<file path="config.mk">
export PLATFORM = sky130hd
export DESIGN_NAME = tape_out_decoder_flat
export DESIGN_NICKNAME = d
export VERILOG_FILES = /design/src/rtl/tape_out_decoder_pkg.sv /design/src/rtl/tape_out_decoder_if.sv /design/src/rtl/tape_out_decoder_meter.sv /design/src/rtl/tape_out_decoder.sv /design/src/flat_wrapper.sv
export SDC_FILE = /design/constraint.sdc
export NUM_CORES = 1
export LEC_CHECK = 0
export CAP_MARGIN = 20
export CORE_MARGIN = 1.5
export CORE_UTILIZATION = 60
export CTS_CLUSTER_DIAMETER = 200
export DETAILED_ROUTE_END_ITERATION = 10
export DONT_BUFFER_PORTS = 1
export GPL_TIMING_DRIVEN = 0
export PLACE_DENSITY = 0.86
export SLEW_MARGIN = 0
export SYNTH_ARGS = -nofsm -noshare
export SYNTH_HDL_FRONTEND = slang
export SYNTH_SLANG_ARGS = --single-unit
</file>
<file path="constraint.sdc">
create_clock -name clock -period 1.95 [get_ports clock]
set_input_delay 0.39 -clock clock [delete_from_list [all_inputs] [get_ports clock]]
set_output_delay 0.39 -clock clock [all_outputs]
set_load 0.01 [all_outputs]
</file>
<file path="src/rtl/tape_out_decoder_pkg.sv">
// Shared types and defaults for the tape-out decoder.
// Holds the state encoding, timing defaults and the sync marker.
package tape_out_decoder_pkg;

  typedef enum logic [1:0] {
    IDLE,
    LEADER,
    SYNC,
    DATA
  } state_t;

  localparam int DEF_PW         = 12;
  localparam int DEF_MIN_P      = 40;
  localparam int DEF_THRESH     = 400;
  localparam int DEF_MAX_P      = 2000;
  localparam int DEF_LEADER_LEN = 64;

  localparam logic [7:0] SYNC_MARK = 8'hA5;

  // Bits tried in SYNC before falling back to LEADER.
  localparam int SYNC_TRIES = 32;

endpackage

</file>
<file path="src/rtl/tape_out_decoder_if.sv">
// Byte output port of the tape-out decoder.
// Ports: out_data, out_valid, out_addr (to consumer), out_ready (from it).
interface tape_out_decoder_if;

  logic [7:0]  out_data;
  logic        out_valid;
  logic        out_ready;
  logic [15:0] out_addr;

  modport master (
    output out_data,
    output out_valid,
    output out_addr,
    input  out_ready
  );

  modport slave (
    input  out_data,
    input  out_valid,
    input  out_addr,
    output out_ready
  );

endinterface

</file>
<file path="src/rtl/tape_out_decoder_meter.sv">
// Tape period meter: sync, rising-edge detect, period count, classify.
// Ports: clock, reset, ce, tape_in in; bit_valid, bit_val, gap pulses out.
import tape_out_decoder_pkg::*;

module tape_period_meter #(
  parameter int PW     = DEF_PW,
  parameter int MIN_P  = DEF_MIN_P,
  parameter int THRESH = DEF_THRESH,
  parameter int MAX_P  = DEF_MAX_P
) (
  input  logic clock,
  input  logic reset,
  input  logic ce,
  input  logic tape_in,
  output logic bit_valid,
  output logic bit_val,
  output logic gap
);

  localparam logic [PW-1:0] MIN_C = PW'(MIN_P);
  localparam logic [PW-1:0] THR_C = PW'(THRESH);
  localparam logic [PW-1:0] MAX_C = PW'(MAX_P);
  localparam logic [PW-1:0] PRE_C = PW'(MAX_P - 1);

  logic          s0;
  logic          s1;
  logic          prev;
  logic [PW-1:0] cnt;
  logic          take;

  // Edges closer than MIN_P to the last accepted edge are glitches.
  assign take = s1 && !prev && (cnt >= MIN_C);

  always_ff @(posedge clock or negedge reset) begin
    if (!reset) begin
      s0        <= 1'b0;
      s1        <= 1'b0;
      prev      <= 1'b0;
      cnt       <= '0;
      bit_valid <= 1'b0;
      bit_val   <= 1'b0;
      gap       <= 1'b0;
    end else begin
      s0        <= tape_in;
      s1        <= s0;
      bit_valid <= 1'b0;
      gap       <= 1'b0;
      if (ce) begin
        prev <= s1;
        if (take) begin
          cnt       <= PW'(1);
          bit_valid <= (cnt < MAX_C);
          bit_val   <= (cnt < THR_C);
        end else if (cnt != MAX_C) begin
          cnt <= cnt + 1'b1;
          gap <= (cnt == PRE_C);
        end
      end
    end
  end

endmodule

</file>
<file path="src/rtl/tape_out_decoder.sv">
// Tape-out decoder: leader/sync search and MSB-first byte assembly.
// Ports: clock, reset, ce, tape_in, motor; out_if byte port; block_done, overflow, busy.
import tape_out_decoder_pkg::*;

module tape_out_decoder #(
  parameter int         PW         = DEF_PW,
  parameter int         MIN_P      = DEF_MIN_P,
  parameter int         THRESH     = DEF_THRESH,
  parameter int         MAX_P      = DEF_MAX_P,
  parameter int         LEADER_LEN = DEF_LEADER_LEN,
  parameter logic [7:0] SYNC_BYTE  = SYNC_MARK
) (
  input  logic clock,
  input  logic reset,
  input  logic ce,
  input  logic tape_in,
  input  logic motor,
  tape_out_decoder_if.master out_if,
  output logic block_done,
  output logic overflow,
  output logic busy
);

  localparam logic [15:0] LL   = 16'(LEADER_LEN);
  localparam logic [5:0]  LAST = 6'(SYNC_TRIES - 1);

  logic bv;
  logic bval;
  logic gap;

  tape_period_meter #(
    .PW     (PW),
    .MIN_P  (MIN_P),
    .THRESH (THRESH),
    .MAX_P  (MAX_P)
  ) u_meter (
    .clock     (clock),
    .reset     (reset),
    .ce        (ce),
    .tape_in   (tape_in),
    .bit_valid (bv),
    .bit_val   (bval),
    .gap       (gap)
  );

  state_t      state, state_n;
  logic [15:0] lcnt, lcnt_n;
  logic [7:0]  sr, sr_n;
  logic [5:0]  scnt, scnt_n;
  logic [2:0]  bcnt, bcnt_n;
  logic [7:0]  shifted;
  logic        byte_done;
  logic        done_n;
  logic        enter_data;
  logic [7:0]  hold;
  logic        valid;
  logic [15:0] addr;
  logic        accept;

  assign shifted = {sr[6:0], bval};
  assign accept  = valid && out_if.out_ready;
  assign busy    = (state != IDLE);

  assign out_if.out_data  = hold;
  assign out_if.out_valid = valid;
  assign out_if.out_addr  = addr;

  always_comb begin
    state_n    = state;
    lcnt_n     = lcnt;
    sr_n       = sr;
    scnt_n     = scnt;
    bcnt_n     = bcnt;
    byte_done  = 1'b0;
    done_n     = 1'b0;
    enter_data = 1'b0;
    unique case (state)
      IDLE: begin
        if (bv && motor) begin
          state_n = LEADER;
          lcnt_n  = '0;
        end
      end
      LEADER: begin
        if (bv) begin
          if (!bval) begin
            if (lcnt != 16'hFFFF) lcnt_n = lcnt + 1'b1;
          end else if (lcnt >= LL) begin
            // This 1 is the first bit of the sync marker.
            state_n = SYNC;
            sr_n    = 8'h01;
            scnt_n  = 6'd1;
          end else begin
            lcnt_n = '0;
          end
        end
      end
      SYNC: begin
        if (gap) begin
          state_n = IDLE;
        end else if (bv) begin
          sr_n   = shifted;
          scnt_n = scnt + 1'b1;
          if (shifted == SYNC_BYTE) begin
            state_n    = DATA;
            bcnt_n     = '0;
            enter_data = 1'b1;
          end else if (scnt == LAST) begin
            state_n = LEADER;
            lcnt_n  = '0;
          end
        end
      end
      DATA: begin
        if (gap) begin
          state_n = IDLE;
          done_n  = 1'b1;
        end else if (bv) begin
          sr_n      = shifted;
          bcnt_n    = bcnt + 1'b1;
          byte_done = (bcnt == 3'd7);
        end
      end
      default: state_n = IDLE;
    endcase
    if (!motor) begin
      state_n    = IDLE;
      done_n     = 1'b0;
      byte_done  = 1'b0;
      enter_data = 1'b0;
    end
  end

  always_ff @(posedge clock or negedge reset) begin
    if (!reset) begin
      state      <= IDLE;
      lcnt       <= '0;
      sr         <= '0;
      scnt       <= '0;
      bcnt       <= '0;
      block_done <= 1'b0;
      overflow   <= 1'b0;
      hold       <= '0;
      valid      <= 1'b0;
      addr       <= '0;
    end else begin
      state      <= state_n;
      lcnt       <= lcnt_n;
      sr         <= sr_n;
      scnt       <= scnt_n;
      bcnt       <= bcnt_n;
      block_done <= done_n;
      if (enter_data) overflow <= 1'b0;
      // A byte may load in the same clock the old one leaves.
      if (byte_done) begin
        if (!valid || accept) begin
          hold  <= shifted;
          valid <= 1'b1;
        end else begin
          overflow <= 1'b1;
        end
      end else if (accept) begin
        valid <= 1'b0;
      end
      if (enter_data)  addr <= '0;
      else if (accept) addr <= addr + 1'b1;
    end
  end

endmodule

</file>
<file path="src/flat_wrapper.sv">
// flat-port wrapper written by rule: the top's interface ports become plain ports
module tape_out_decoder_flat 
#(
  parameter int         PW         = DEF_PW,
  parameter int         MIN_P      = DEF_MIN_P,
  parameter int         THRESH     = DEF_THRESH,
  parameter int         MAX_P      = DEF_MAX_P,
  parameter int         LEADER_LEN = DEF_LEADER_LEN,
  parameter logic [7:0] SYNC_BYTE  = SYNC_MARK
)
  (clock, reset, ce, tape_in, motor, block_done, overflow, busy, out_if_out_data, out_if_out_valid, out_if_out_addr, out_if_out_ready);
  tape_out_decoder_if out_if_i ();
  input  logic clock;
  input  logic reset;
  input  logic ce;
  input  logic tape_in;
  input  logic motor;
  output logic block_done;
  output logic overflow;
  output logic busy;
  output wire logic [$bits(out_if_i.out_data)-1:0] out_if_out_data;
  output wire logic [$bits(out_if_i.out_valid)-1:0] out_if_out_valid;
  output wire logic [$bits(out_if_i.out_addr)-1:0] out_if_out_addr;
  input wire logic [$bits(out_if_i.out_ready)-1:0] out_if_out_ready;
  assign out_if_out_data = out_if_i.out_data;
  assign out_if_out_valid = out_if_i.out_valid;
  assign out_if_out_addr = out_if_i.out_addr;
  assign out_if_i.out_ready = out_if_out_ready;
  tape_out_decoder #(.PW(PW), .MIN_P(MIN_P), .THRESH(THRESH), .MAX_P(MAX_P), .LEADER_LEN(LEADER_LEN), .SYNC_BYTE(SYNC_BYTE)) u_core (.clock(clock), .reset(reset), .ce(ce), .tape_in(tape_in), .motor(motor), .out_if(out_if_i), .block_done(block_done), .overflow(overflow), .busy(busy));
endmodule
</file>
==> results.sh, run 1 <==
export IMPL_status="finished, violations left"
export IMPL_violations="design-rule violations, negative hold slack"
export IMPL_place_area_sq_um=4113
export IMPL_setup_ws_ns=0.004279
export IMPL_synth_edf_count=0
export IMPL_yosysSeqAreaShare_pct=49.22
export IMPL_tightest_slew_ns=0.4919
export IMPL_coreArea_sq_um=6422
export IMPL_clockBufferDepth=2
export IMPL_place_congestion=0.9046
export IMPL_synthSimpleGateAreaFrac_pct=23.89
export IMPL_finalCritPeriodShare_pct=99.78
export IMPL_netlist_area_sq_um=4016
export IMPL_synth_top_family_by_area="simple AND/OR/NAND/NOR gates"
export IMPL_diodes=0
export IMPL_ys_flop_type="dfrtp_1"
export IMPL_die_h_um=84.82
export IMPL_antenna_found_initial=0
export IMPL_initial_core_util_pct=62.54
export IMPL_die_w_um=84.82
export IMPL_crit_type="flip-flop to flip-flop"
export IMPL_fp_row_count=29
export IMPL_fp_dieArea_sq_um=7194
export IMPL_hold_viol_final=79
export IMPL_finalSetupViolCount=0
export IMPL_grt_first_pass_wirelength_mm=13.59
export IMPL_rr_endpoint="u_core.lcnt[9]"
export IMPL_reg2reg_slack_ns=0.004
export IMPL_grt_max_degree=80
export IMPL_startpoint_type="flip-flop"
export IMPL_design_area_sq_um=4499
export IMPL_clkLatencyLatePin_ns=0.36
export IMPL_drive_above_1_share_pct=17.32
export IMPL_p_per_area_nw_per_um2=879.2
export IMPL_async_flop_share_pct=100.0
export IMPL_grtUsageMet3_pct=4.767
export IMPL_setup_tns_final_ns=0
export IMPL_ys_ff_latch=79
export IMPL_end_kind="flip-flop"
export IMPL_reg2reg_depth=7
export IMPL_yosys_warnings=0
export IMPL_muxShareOfSynthArea_pct=3.053
export IMPL_hold_path_class="input port to asynchronous set/reset pin"
export IMPL_grtUsageMet1_pct=30.53
export IMPL_yosys_area_share_xor_xnor_pct=4.798
export IMPL_hold_slack_ns=-0.2930
export IMPL_synth_area_per_cell_sq_um=9.748
export IMPL_dr_first_iter_drc_count=236
export IMPL_max_slew_margin_pct=66.90
export IMPL_synth_compound_area_share_pct=12.40
export IMPL_cts_buffers=9
export IMPL_rsz0062_at_grt="true"
export IMPL_area_growth_pct=12.03
export IMPL_route_detailed_drc=4
export IMPL_place_inst=489
export IMPL_reg2reg_from="u_core.lcnt[0]"
export IMPL_grt_use_met2_pct=38.55
export IMPL_wl_per_cell_um=16.54
export IMPL_nets=442
export IMPL_grtUsageTotal_pct=23.51
export IMPL_post_route_util_pct=70.06
export IMPL_worstPathMaxFanout=10
export IMPL_critPathRequiredTime_ns=2.23
export IMPL_cts_num_sinks=79
export IMPL_leakage_nw=2.014
export IMPL_cts_tree="built"
export IMPL_grt_busiest_layer="met2"
export IMPL_slew_viol_final=0
export IMPL_p_total_mw=3.956
export IMPL_drv_cap=0
export IMPL_syn_instance_count=412
export IMPL_cts_root_buf="clkbuf_8"
export IMPL_clkTransAtPathRegs_ns=0.09
export IMPL_dr_pass1_iters=10
export IMPL_skew_ns=0.01193
export IMPL_io_buffers=0
export IMPL_synth_fa_ha_area_share_pct=2.492
export IMPL_vias=3252
export IMPL_final_cells=510
export IMPL_dp_hpwl_mm=5.370
export IMPL_vias_per_cell=6.376
export IMPL_wl_mm=8.434
export IMPL_h_tree_depth=3
export IMPL_overflow=0
export IMPL_vdd_drop_max_v=0.0005253
export IMPL_final_antenna_net_count=0
export IMPL_ios=34
export IMPL_arrival_ns=2.22
export IMPL_critPathLaunch="u_core.lcnt[0]"
export IMPL_place_ws_ns=-0.05328
export IMPL_fmax_ghz=0.5139
export IMPL_yosys_cell_types_count=58
export IMPL_syn_num_nets=426
export IMPL_period_needed_ns=1.946
export IMPL_grt_pass1_vias=2958
repair_timing:
action | in CTS | in global routing
pin swaps | 0 | 6
endpoints found under the hold margin | 79 | 79
endpoints found under the setup margin | 14 | 47
setup buffers | 0 | 5
resized for setup | 6 | 28
worst max-delay path, cell delays in order (launching register included):
cell,delay [ns]
dfrtp_1,0.42
ha_4,0.18
nand3_4,0.10
nor4_4,0.44
a31oi_2,0.17
and3_4,0.24
buf_6,0.14
a31oi_1,0.17
metal layers:
metal | vias up | share of wire [%]
li1 | 1510 | -
met1 | 1596 | 44
met2 | 123 | 49
met3 | 23 | 5.5
met4 | 0 | 2.4
met5 | - | 0
power by group:
group	total (mW)	leakage [nW]	internal, mW	switching, mW
clock	1.26	0.103	0.632	0.627
combinational	0.643	0.866	0.273	0.370
sequential	2.05	1.05	1.81	0.241
total	3.96	2.01	2.72	1.24
worst max-delay path by stage:
stage                           to  slack (ns)  cells after the start
floorplan           u_core.lcnt[8]        0.22                      6
global placement    u_core.lcnt[8]       -0.02                      6
detailed placement  u_core.lcnt[2]       -0.05                      6
CTS                   u_core.sr[4]       -0.01                      6
global route        u_core.lcnt[9]       -0.04                      7
finish              u_core.lcnt[9]       0.004                      7
synthesized netlist by cell type (4+ instances only):
library cell / number / area [sq um]
nand2_1: 32 / 120.1
buf_2: 9 / 45.04
nor2b_1: 4 / 25.02
nand2b_1: 9 / 56.30
clkbuf_1: 7 / 26.28
and4_1: 4 / 35.03
nand3_1: 35 / 175.2
xnor2_1: 4 / 35.03
nor2_1: 33 / 123.9
mux2_2: 9 / 101.4
a21oi_1: 11 / 55.05
a31oi_1: 10 / 62.56
dfrtp_1: 79 / 1977
nor3_1: 15 / 75.07
and3_1: 10 / 62.56
or3_1: 4 / 25.02
nand4_1: 12 / 75.07
o21ai_1: 12 / 60.06
ha_1: 8 / 100.1
inv_1: 21 / 78.83
o21ai_0: 13 / 65.06
xor2_1: 18 / 157.7
nor4_1: 4 / 25.02
area by class of cell:
type / count / area, sq um
plain buffers: 18 / 95.09
clock inverters: 6 / 68.82
multi-input cells: 294 / 2002
fillers: 451 / 1923
well taps: 77 / 96.34
flip-flops and latches: 79 / 1983
clock buffers: 10 / 137.6
repair buffers: 5 / 37.54
inverters: 21 / 78.83
cell usage in the layout (no fill, tap or decap), types with 3 or more instances in the layout:
| cell type | n |
|---|---|
| dfrtp_1 | 74 |
| nand3_1 | 33 |
| nand2_1 | 32 |
| nor2_1 | 32 |
| inv_1 | 21 |
| xor2_1 | 18 |
| nor3_1 | 13 |
| nand4_1 | 12 |
| o21ai_0 | 12 |
| o21ai_1 | 12 |
| a21oi_1 | 10 |
| and3_1 | 10 |
| clkbuf_8 | 10 |
| mux2_2 | 9 |
| a31oi_1 | 9 |
| nand2b_1 | 9 |
| buf_2 | 7 |
| ha_1 | 7 |
| clkbuf_1 | 5 |
| buf_4 | 5 |
| dfrtp_2 | 5 |
| and4_1 | 4 |
| or3_1 | 4 |
| xnor2_1 | 4 |
| nor2b_1 | 3 |
| a22o_1 | 3 |
| nor4_1 | 3 |
| clkbuf_2 | 3 |
| or2_2 | 3 |
| nor4_4 | 3 |
| a41oi_1 | 3 |
sequential cells by signal, indices dropped and copies added, names as in the netlist, 2 cells and up:
register and cells:
u_core.out_if.out_data 8, u_core.lcnt 16, u_core.state 2, u_core.scnt 6, u_core.bcnt 3, u_core.u_meter.cnt 12, u_core.out_if.out_addr 16, u_core.sr 7
logic make-up after synthesis:
family | after synthesis
and+or+nand+nor | 179
DFF | 79
AOI/OAI and AO/OA | 74
buffers and inverters | 39
xor gates and xnor gates | 22
muxes | 11
adders and majority gates | 8
(Power assumes the default switching activity.)
==> run 2, diff against run 1 <==
--- a/config.mk
+++ b/config.mk
@@ -7,12 +7,13 @@
 export LEC_CHECK = 0
 export CAP_MARGIN = 20
 export CORE_MARGIN = 1.5
-export CORE_UTILIZATION = 60
+export CORE_UTILIZATION = 45
 export CTS_CLUSTER_DIAMETER = 200
 export DETAILED_ROUTE_END_ITERATION = 10
 export DONT_BUFFER_PORTS = 1
 export GPL_TIMING_DRIVEN = 0
-export PLACE_DENSITY = 0.86
+export HOLD_SLACK_MARGIN = 0.02
+export PLACE_DENSITY = 0.7
 export SLEW_MARGIN = 0
 export SYNTH_ARGS = -nofsm -noshare
 export SYNTH_HDL_FRONTEND = slang
==> results.sh, run 2 (same netlist as run 1, synthesis figures left out) <==
export IMPL_area_growth_pct=12.90
export IMPL_n_fill_cell=771
export IMPL_finalSetupViolCount=0
export IMPL_place_ws_ns=-0.05668
export IMPL_fp_dieArea_sq_um=9501
export IMPL_final_antenna_net_count=0
export IMPL_p_seq_share_pct=51.8
export IMPL_wl_per_cell_um=14.79
export IMPL_end_kind="flip-flop"
export IMPL_design_area_sq_um=4534
export IMPL_p_per_area_nw_per_um2=869.3
export IMPL_internal_power_mw=2.716
export IMPL_route_detailed_drc=0
export IMPL_hold_path_class="input port to asynchronous set/reset pin"
export IMPL_tightest_slew_ns=0.4589
export IMPL_pwr_share_comb_pct=16.2
export IMPL_ios=34
export IMPL_grt_max_degree=80
export IMPL_arrival_ns=2.11
export IMPL_period_needed_ns=1.877
export IMPL_dr_pass1_iters=4
export IMPL_crit_type="flip-flop to flip-flop"
export IMPL_io_buffers=0
export IMPL_grt_pass1_vias=2969
export IMPL_startpoint_type="flip-flop"
export IMPL_power_switching_mw=1.225
export IMPL_cts_root_buf="clkbuf_8"
export IMPL_vias=3096
export IMPL_dr_first_iter_drc_count=144
export IMPL_coreArea_sq_um=8678
export IMPL_grt_first_pass_wirelength_mm=13.88
export IMPL_wl_met1_mm=3.717
export IMPL_rsz0062_at_grt="true"
export IMPL_slowest_stage="a221o_1"
export IMPL_cts_buffers=9
export IMPL_status="finished, violations left"
export IMPL_regArea_sq_um=1981
export IMPL_place_area_sq_um=4151
export IMPL_skew_ns=0.01451
export IMPL_setup_ws_ns=0.07318
export IMPL_path_cells="buf_2, and4bb_1, clkbuf_4, a31oi_1, a31oi_2, nand3_2, a221o_1"
export IMPL_most_common_layout_cells="76 x dfrtp_1, 33 x nand3_1, 32 x nand2_1, 32 x nor2_1, 21 x inv_1"
export IMPL_drive_above_1_share_pct=18.01
export IMPL_finalCritPeriodShare_pct=96.25
export IMPL_grtUsageTotal_pct=17.90
export IMPL_reg2reg_slack_ns=0.07
export IMPL_h_tree_depth=3
export IMPL_cp_num_buf_inv=2
export IMPL_top_layer="met4"
export IMPL_final_common_cell="dfrtp_1"
export IMPL_clkLatencyLatePin_ns=0.36
export IMPL_initial_core_util_pct=46.28
export IMPL_cp_top_family="compound AO/OA/AOI/OAI gates"
export IMPL_vdd_drop_max_v=0.0003537
export IMPL_multiInputGateArea_sq_um=2001
export IMPL_wl_met3_um=365
export IMPL_cts_num_sinks=79
export IMPL_setup_tns_final_ns=0
export IMPL_drv_cap=0
export IMPL_clockBufferDepth=2
export IMPL_p_clk_share_pct=32.0
export IMPL_dp_hpwl_mm=5.318
export IMPL_die_h_um=97.48
export IMPL_wl_mm=8.003
export IMPL_overflow=0
export IMPL_swShare_pct=31.09
export IMPL_critPathRequiredTime_ns=2.18
export IMPL_vias_per_cell=5.723
export IMPL_violations="negative hold slack"
export IMPL_wl_met2_mm=3.765
export IMPL_diodes=0
export IMPL_nets=442
export IMPL_worstPathMaxFanout=10
export IMPL_hold_slack_ns=-0.2881
export IMPL_max_slew_margin_pct=69.41
export IMPL_antenna_found_initial=0
export IMPL_place_congestion=0.8352
export IMPL_die_w_um=97.48
export IMPL_slew_viol_final=0
export IMPL_fp_row_count=34
export IMPL_post_route_util_pct=52.25
export IMPL_leakage_nw=2.009
export IMPL_cts_tree="built"
export IMPL_fmax_ghz=0.5328
export IMPL_slowest_delay_ns=0.39
export IMPL_clkTransAtPathRegs_ns=0.09
export IMPL_hold_viol_final=79
[run 2: per-stage QoR]
stage,power (mW),cells
floorplan,2.464,412
global placement,2.593,520
detailed placement,2.619,520
CTS,3.912,537
global route,4.174,541
finish,3.942,541
[run 2: final timing paths]
| path | from | end | depth (start not counted) |
|---|---|---|---|
| max | u_core.u_meter.bit_valid | u_core.lcnt[8] | 7 |
| min | reset | u_core.out_if.out_data[4] | 0 |
| max reg2reg | u_core.u_meter.bit_valid | u_core.lcnt[8] | 7 |
| min reg2reg | u_core.u_meter.s0 | u_core.u_meter.s1 | 0 |
| max in group asynchronous | reset | u_core.lcnt[10] | 0 |
| min in group clock | tape_in | u_core.u_meter.s0 | 0 |
[run 2: cell type report]
type | count | share of cell area [%]
Multi-Input combinational cell | 294 | 44.12
Sequential cell | 79 | 43.68
Clock buffer | 11 | 3.118
Tap cell | 108 | 2.980
Buffer | 18 | 2.125
Inverter | 21 | 1.738
Clock inverter | 5 | 1.407
Timing Repair Buffer | 5 | 0.8278
[run 2: repair_timing]
action,in CTS,in global routing
pin swaps,1,2
gates resized for setup,6,28
buffers inserted,1,4
endpoints found under the setup margin,6,45
hold endpoints to repair,79,79
[run 2: metal layers]
| metal | global-route usage [%] | up-vias |
|---|---|---|
| li1 | - | 1517 |
| met1 | 23.43 | 1488 |
| met2 | 27.99 | 78 |
| met3 | 4.892 | 13 |
| met4 | 7.582 | 0 |
| met5 | 0 | - |
[run 2: power groups by stage]
stage | combinational, mW | clock [mW] | sequential, mW
after detailed placement | 0.585 | 0 | 2.03
after global placement | 0.565 | 0 | 2.03
after floorplan | 0.483 | 0 | 1.98
after global routing | 0.735 | 1.37 | 2.07
after CTS | 0.593 | 1.31 | 2.01
final | 0.638 | 1.26 | 2.04
[run 2: worst reg2reg max path: cells and delay by family (launching register included)]
family / cells / cell delay, ns
buf+inv: 2 / 0.38
flops: 1 / 0.34
compound gates: 3 / 0.67
simple gates: 2 / 0.37
